===== config.mk =====
export PLATFORM = sky130hd
export DESIGN_NAME = sync_debounce
export DESIGN_NICKNAME = d
export VERILOG_FILES = /design/src/rtl/sync_debounce.sv
export SDC_FILE = /design/constraint.sdc
export NUM_CORES = 1
export LEC_CHECK = 0
export CORE_MARGIN = 1
export CORE_UTILIZATION = 48
export CTS_CLUSTER_SIZE = 30
export DETAILED_ROUTE_END_ITERATION = 12
export GPL_ROUTABILITY_DRIVEN = 0
export GPL_TIMING_DRIVEN = 0
export PLACE_DENSITY = 0.79
export SLEW_MARGIN = 20
export SYNTH_ARGS = -nofsm -noshare
export SYNTH_HDL_FRONTEND = slang
export SYNTH_SLANG_ARGS = --single-unit

===== constraint.sdc =====
create_clock -name clk -period 1.82 [get_ports clk]
set_input_delay 0.273 -clock clk [delete_from_list [all_inputs] [get_ports clk]]
set_output_delay 0.273 -clock clk [all_outputs]
set_load 0.02 [all_outputs]

===== src/rtl/sync_debounce.sv =====
// -----------------------------------------------------------------------------
// sync_debounce
//
// Multi-channel input conditioner for pad-level signals such as buttons, straps
// and external status lines. It replaces the ad-hoc synchronizer-plus-edge-
// detect logic between the pads and the control FSMs. Each channel has three
// parts:
//   1. a STAGES-deep flop chain that brings the asynchronous input into clk,
//   2. a debounce filter whose length is programmable at run time, shared by
//      all channels but with an independent counter per channel,
//   3. registered rise/fall event pulses, plus a summary any_event flag.
//
// Ports
//   clk           system clock
//   rst_n         synchronous, active-low reset
//   async_in      [CHANNELS]  asynchronous inputs, no timing relation to clk
//   debounce_len  [CNT_BITS]  quasi-static filter length, synchronous to clk
//   sync_out      [CHANNELS]  raw synchronized value (last chain stage)
//   level_out     [CHANNELS]  debounced level
//   rise_pulse    [CHANNELS]  one-cycle pulse when level_out goes 0->1
//   fall_pulse    [CHANNELS]  one-cycle pulse when level_out goes 1->0
//   any_event     registered OR of all rise/fall pulses, same cycle as them
//
// Timing
//   An async_in change sampled at edge k appears on sync_out after edge
//   k+STAGES-1. It reaches level_out, together with the matching pulse,
//   after edge k+STAGES+debounce_len.
// -----------------------------------------------------------------------------
module sync_debounce #(
  parameter int                  CHANNELS    = 4,
  parameter int                  STAGES      = 2,
  parameter int                  CNT_BITS    = 4,
  parameter logic [CHANNELS-1:0] RESET_LEVEL = {CHANNELS{1'b0}}
) (
  input  logic                clk,
  input  logic                rst_n,
  input  logic [CHANNELS-1:0] async_in,
  input  logic [CNT_BITS-1:0] debounce_len,
  output logic [CHANNELS-1:0] sync_out,
  output logic [CHANNELS-1:0] level_out,
  output logic [CHANNELS-1:0] rise_pulse,
  output logic [CHANNELS-1:0] fall_pulse,
  output logic                any_event
);

  // A single flop does not give metastability enough time to resolve, so a
  // chain shorter than two stages is rejected at elaboration.
  generate
    if (STAGES < 2) begin : g_stages_check
      $error("sync_debounce: STAGES must be >= 2");
    end
  endgenerate

  // Saturating increment. The threshold compare already stops the count at
  // debounce_len, so this is a second guard that keeps the counter from
  // wrapping even if that compare logic is changed later.
  function automatic logic [CNT_BITS-1:0] sat_inc(input logic [CNT_BITS-1:0] v);
    if (&v) begin
      return v;
    end
    return v + 1'b1;
  endfunction

  // ---------------------------------------------------------------------------
  // Synchronizer chain: stage 0 samples the pad and each later stage copies
  // the one before it. sync_out is taken straight from the last flop, so no
  // combinational path runs from async_in to any output.
  // ---------------------------------------------------------------------------
  logic [CHANNELS-1:0] sync_q [STAGES];

  always_ff @(posedge clk) begin
    if (!rst_n) begin
      for (int i = 0; i < STAGES; i++) begin
        sync_q[i] <= RESET_LEVEL;
      end
    end else begin
      sync_q[0] <= async_in;
      for (int i = 1; i < STAGES; i++) begin
        sync_q[i] <= sync_q[i-1];
      end
    end
  end

  assign sync_out = sync_q[STAGES-1];

  // ---------------------------------------------------------------------------
  // Debounce filter and event generation
  // ---------------------------------------------------------------------------
  logic [CNT_BITS-1:0] cnt_q [CHANNELS];
  logic [CNT_BITS-1:0] cnt_d [CHANNELS];
  logic [CHANNELS-1:0] level_q, level_d;
  logic [CHANNELS-1:0] rise_q, rise_d;
  logic [CHANNELS-1:0] fall_q, fall_d;
  logic                any_q, any_d;

  always_comb begin
    level_d = level_q;
    rise_d  = '0;
    fall_d  = '0;
    for (int c = 0; c < CHANNELS; c++) begin
      cnt_d[c] = cnt_q[c];
    end

    for (int c = 0; c < CHANNELS; c++) begin
      if (sync_out[c] == level_q[c]) begin
        // Agreement, including a glitch that returns early: restart the count.
        cnt_d[c] = '0;
      end else if (cnt_q[c] >= debounce_len) begin
        // Using >= rather than == means a count still ends if debounce_len
        // is lowered below it partway through.
        level_d[c] = sync_out[c];
        cnt_d[c]   = '0;
        rise_d[c]  = sync_out[c];
        fall_d[c]  = ~sync_out[c];
      end else begin
        cnt_d[c] = sat_inc(cnt_q[c]);
      end
    end

    any_d = |(rise_d | fall_d);
  end

  always_ff @(posedge clk) begin
    if (!rst_n) begin
      level_q <= RESET_LEVEL;
      rise_q  <= '0;
      fall_q  <= '0;
      any_q   <= 1'b0;
      for (int c = 0; c < CHANNELS; c++) begin
        cnt_q[c] <= '0;
      end
    end else begin
      level_q <= level_d;
      rise_q  <= rise_d;
      fall_q  <= fall_d;
      any_q   <= any_d;
      for (int c = 0; c < CHANNELS; c++) begin
        cnt_q[c] <= cnt_d[c];
      end
    end
  end

  assign level_out  = level_q;
  assign rise_pulse = rise_q;
  assign fall_pulse = fall_q;
  assign any_event  = any_q;

endmodule


== Yosys cells after proc, flatten, opt, wreduce, memory -nomap -nowiden ==
Memories as Yosys holds them, arrays and structs flattened.
Index checks and enable logic that the tools add are counted.
Storage, ports and cells
  flip-flop bits (word level): 13
  RAM bits: 24
  input bits: 10
  logic and storage cells: 97
  memories kept: 2
Memory list
  cnt_q: depth 4, bits a word 4, rd ports 4, clocked after Yosys merged registers in 0, wr ports 4, RTL line 89  | logic [CNT_BITS-1:0] cnt_q [CHANNELS];
  sync_q: depth 2, bits a word 4, rd ports 2, clocked after Yosys merged registers in 0, wr ports 2, RTL line 69  | logic [CHANNELS-1:0] sync_q [STAGES];
Cells by class
  add/subtract/negate cells: 4
  magnitude comparators: 4
  equality and inequality tests: 4
  multiplexer cells: 52
  bitwise gates (word level): 15
  reductions and logical operators: 9
Operators with widths (count)
  $mux W4: 22
  $mux W1: 30
  $add A4 B1 Y4 const B: 4
  $ge A4 B4 Y1: 4
  $reduce_and A4 Y1: 4
  $not A1 Y1: 8
  $reduce_and A2 Y1: 4
  $or A1 B1 Y1: 6
  $eq A1 B1 Y1: 4
  $or A4 B4 Y4: 1
  $reduce_or A4 Y1: 1

== Depth between registers and ports, before layout ==
  depth in word-level cells: 8
  mapped depth: 6

== Least setup slack after synthesis ==
No wires, ideal clock.
  path type: flip-flop to flip-flop
  start point: memory cnt_q[1][0]
  end point: register any_q, in the netlist any_event
  setup time: 0.134 ns
  data arrival time: 1.797 ns
  required time: 1.686 ns
  path slack: -0.111 ns
  stages on the path, launching flop included: 7
  buffers on the path: 0
  path through: dfxtp_1 -> inv_1 -> ha_1 -> nand2b_4 -> a2111oi_4 -> nor3_1 -> or4_1
RTL lines
  start, declared: RTL line 89
  end signal, assigned: RTL line 136  | any_q <= any_d;
  end, declared: RTL line 94  | logic any_q, any_d;

==> qor.tcl <==
set qor(flow.area_growth_from_synthesis_pct) 37.88
set qor(design.die.area_um2) 4056
set qor(worst_hold_path_type) {register to register}
set qor(synth_edf_count) 0
set qor(final.setup_skew_ns) 0.004147
set qor(post_cts_clock_slew_at_the_launch_and_capture_registers_of_the_worst_setup_and_hold_paths_ns) 0.07
set qor(synth_ff_type) {sky130_fd_sc_hd__dfxtp_1}
set qor(kind_of_start_point_of_the_critical_path) {register}
set qor(yosysWarningCount) 0
set qor(max_clock_freq_mhz) 537.0
set qor(mappedNetlistArea_um2) 1827
set qor(grt_pass1_wl_mm) 5.920
set qor(post_synth_net_total) 223
set qor(final_cell_count_no_fill) 288
set qor(route.vias.total) 1528
set qor(worst_ep_required_time_ns) 1.99
set qor(final-max-slew-violation-count) 0
set qor(crit_chain) {inv_2 -> ha_4 -> nand2b_4 -> a2111oi_4 -> nor3_2 -> or4_1}
set qor(placement.cell_area_um2) 2162
set qor(drtAntennaViolNets) 0
set qor(fin_worst_hold_slack_ns) 0.4437
set qor(num-nets-final) 269
set qor(synth.top_cells.by_area) {sky130_fd_sc_hd__dfxtp_1 (41%), sky130_fd_sc_hd__ha_1 (14%), sky130_fd_sc_hd__nor2_1 (4.7%), sky130_fd_sc_hd__nor3_1 (3.3%), sky130_fd_sc_hd__and2_1 (3.1%)}
set qor(antenna-diode-count) 0
set qor(ctsRootBufferMaster) {sky130_fd_sc_hd__clkbuf_8}
set qor(hold_viol_final) 0
set qor(syn_inst) 193
set qor(crit_type) {register to register}
set qor(core_region_area_um2) 3661
set qor(top_level_ports) 27
set qor(synth.top_cell.area_share) 0.4055
set qor(remaining_drc_errors) 0
set qor(drt_first_iter_violations) 76
set qor(critPathArrivalTime_ns) 2.03
set qor(synth-seq-cells) 37
set qor(synth_top_cell_by_area) {sky130_fd_sc_hd__dfxtp_1}
set qor(globalRoute.totalOverflow) 0
set qor(failed_checks) {negative setup slack}
set qor(clkSinkCount) 37
set qor(die_h_um) 63.69
set qor(max-slew-margin-rel) 0.7349
set qor(status) {complete, but fails checks}
set qor(netlist_top_cells_count) {sky130_fd_sc_hd__dfxtp_1 (37), sky130_fd_sc_hd__nor2_1 (23), sky130_fd_sc_hd__ha_1 (20)}
set qor(cts.htree.levels) 2
set qor(worst_path_dominant_cell_family) {simple AND/OR/NAND/NOR gates}
set qor(floorplan.rows) 22
set qor(drive_above_1_share) 0.2583
set qor(grt_use_total) 0.1922
set qor(worstSkewPairLatency_ns) 0.30
set qor(max_cap_violations) 0
set qor(cts_tree) {built}
set qor(layout_min_cycle_time_ns) 1.862
set qor(synthesis.area_per_instance_um2) 9.465
set qor(ir_worst_vdd_mv) 0.4883
set qor(post-dp-hpwl_mm) 2.533
set qor(worst_path_largest_cell_delay_ns) 0.54
set qor(grt_start_max_net_pins) 13
set qor(routed_wire_length_per_instance_um) 13.98
set qor(power_density_nw_per_um2) 708.3
set qor(setup_repair_after_global_routing_missed_its_margin) {yes}
set qor(cp_num_buf_inv) 1
set qor(cpMaxStageDelayCell) {sky130_fd_sc_hd__or4_1}
set qor(layout.cell_area.non_filler_um2) 2519
set qor(post-synth-top-count-cell) {sky130_fd_sc_hd__dfxtp_1}
set qor(leakage_nw) 1.052
set qor(final_min_period_over_clock_period) 1.023
set qor(route.detailed.vias_per_inst) 5.306
set qor(cts_made_buffers) 5
set qor(antenna_found_initial) 0
set qor(drt-pass1-iter-count) 6
set qor(dpl.cell_count) 267
set qor(start_util) 0.4990
set qor(cts_max_path_buffers) 2
set qor(holdBufCountCts) 0
set qor(setup_viol) 2
set qor(worst_pin_slew_ns) 0.3969
set qor(setup_ws_post_layout_ns) -0.04225
set qor(async_reset_ff_frac) 0
set qor(width_of_the_die_um) 63.69
set qor(number_of_different_library_cells_in_the_post_synthesis_netlist) 30
set qor(first_global_vias) 1377
set qor(drt-total-wl_mm) 4.026
set qor(quantity_of_i_o_buffers_inserted_on_ports) 26
set qor(sequential_fraction_of_the_synthesis_area) 0.4055
set qor(path_max_fanout) 2
set qor(worstSetupEndpointType) {register}
## power breakdown
group | switching, W | internal [W]
Combinational | 0.0000915 | 0.000110
Clock | 0.000308 | 0.000445
Sequential | 0.00000931 | 0.000819
## repair_timing
item / 4_1_cts / 5_1_grt
pin swaps: 9 / 8
resized for setup: 24 / 14
setup buffers: 8 / 5
hold endpoints to repair: 0 / 0
endpoints found under the setup margin: 8 / 10
gates cloned: 0 / 0
## path summary, 6_finish.rpt
| path | to | cells after the start | from | slack (ns) |
|---|---|---|---|---|
| max reg2reg | any_event | 6 | cnt_q[1][0] | -0.04 |
| min reg2reg | sync_q[0][7] | 1 | sync_q[0][3] | 0.44 |
| min | sync_q[0][7] | 1 | sync_q[0][3] | 0.44 |
| max | any_event | 6 | cnt_q[1][0] | -0.04 |
## metrics by stage
step / TNS, ns / util / setup slack [ns] / power (W)
after floorplan: 0 / - / 0.01520 / 0.0009464
after global placement: -5.971 / 0.5906 / -0.5489 / 0.0009934
after detailed placement: -6.907 / 0.5906 / -0.5455 / 0.0009992
after CTS: -0.001213 / 0.6681 / -0.001213 / 0.001758
after global routing: -0.1775 / 0.6880 / -0.1056 / 0.001843
final: -0.04470 / 0.6880 / -0.04225 / 0.001784
## layer usage
metal / track usage / up-vias / part of all wire
li1: - / 760 / -
met1: 0.2122 / 733 / 0.42
met2: 0.3418 / 22 / 0.52
met3: 0.04891 / 13 / 0.036
met4: 0.08523 / 0 / 0.021
met5: 0 / - / 0
## layout by cell type (no fill, tap or decap), drive strengths merged, types with 5 or more instances in the layout
| cell | count |
|---|---|
| and2 | 9 |
| and3 | 6 |
| buf | 17 |
| clkbuf | 8 |
| clkdlybuf4s50 | 24 |
| dfxtp | 37 |
| ha | 20 |
| inv | 9 |
| nand2 | 5 |
| nand3 | 9 |
| nor2 | 23 |
| nor2b | 8 |
| nor3 | 12 |
| o21ai | 9 |
## layout make-up
type | count | area, um^2
timing repair buffer | 39 | 355.3
clock buffer | 6 | 82.58
sequential | 37 | 753.2
multi-input combinational | 142 | 1160
clock inverter | 2 | 37.54
tap | 48 | 60.06
inverter | 9 | 36.28
fill | 262 | 1142
buffer | 5 | 33.78
## cells by family after synthesis
family | after synthesis | share of synthesized area
multiplexers | 4 | 0.02192
XOR/XNOR | 5 | 0.02397
flip-flops | 37 | 0.4055
AO/OA/AOI/OAI | 29 | 0.1247
buffers and inverters | 14 | 0.03698
AND/OR/NAND/NOR | 84 | 0.2500
adder cells (fa/ha/maj) | 20 | 0.1370
## sequential cells by signal (all words and copies together) (netlist names)
register    cells
rise_pulse      4
any_event       1
sync_q          8
fall_pulse      4
cnt_q          16
level_out       4
Note: power is estimated with default switching activity, not from simulation.
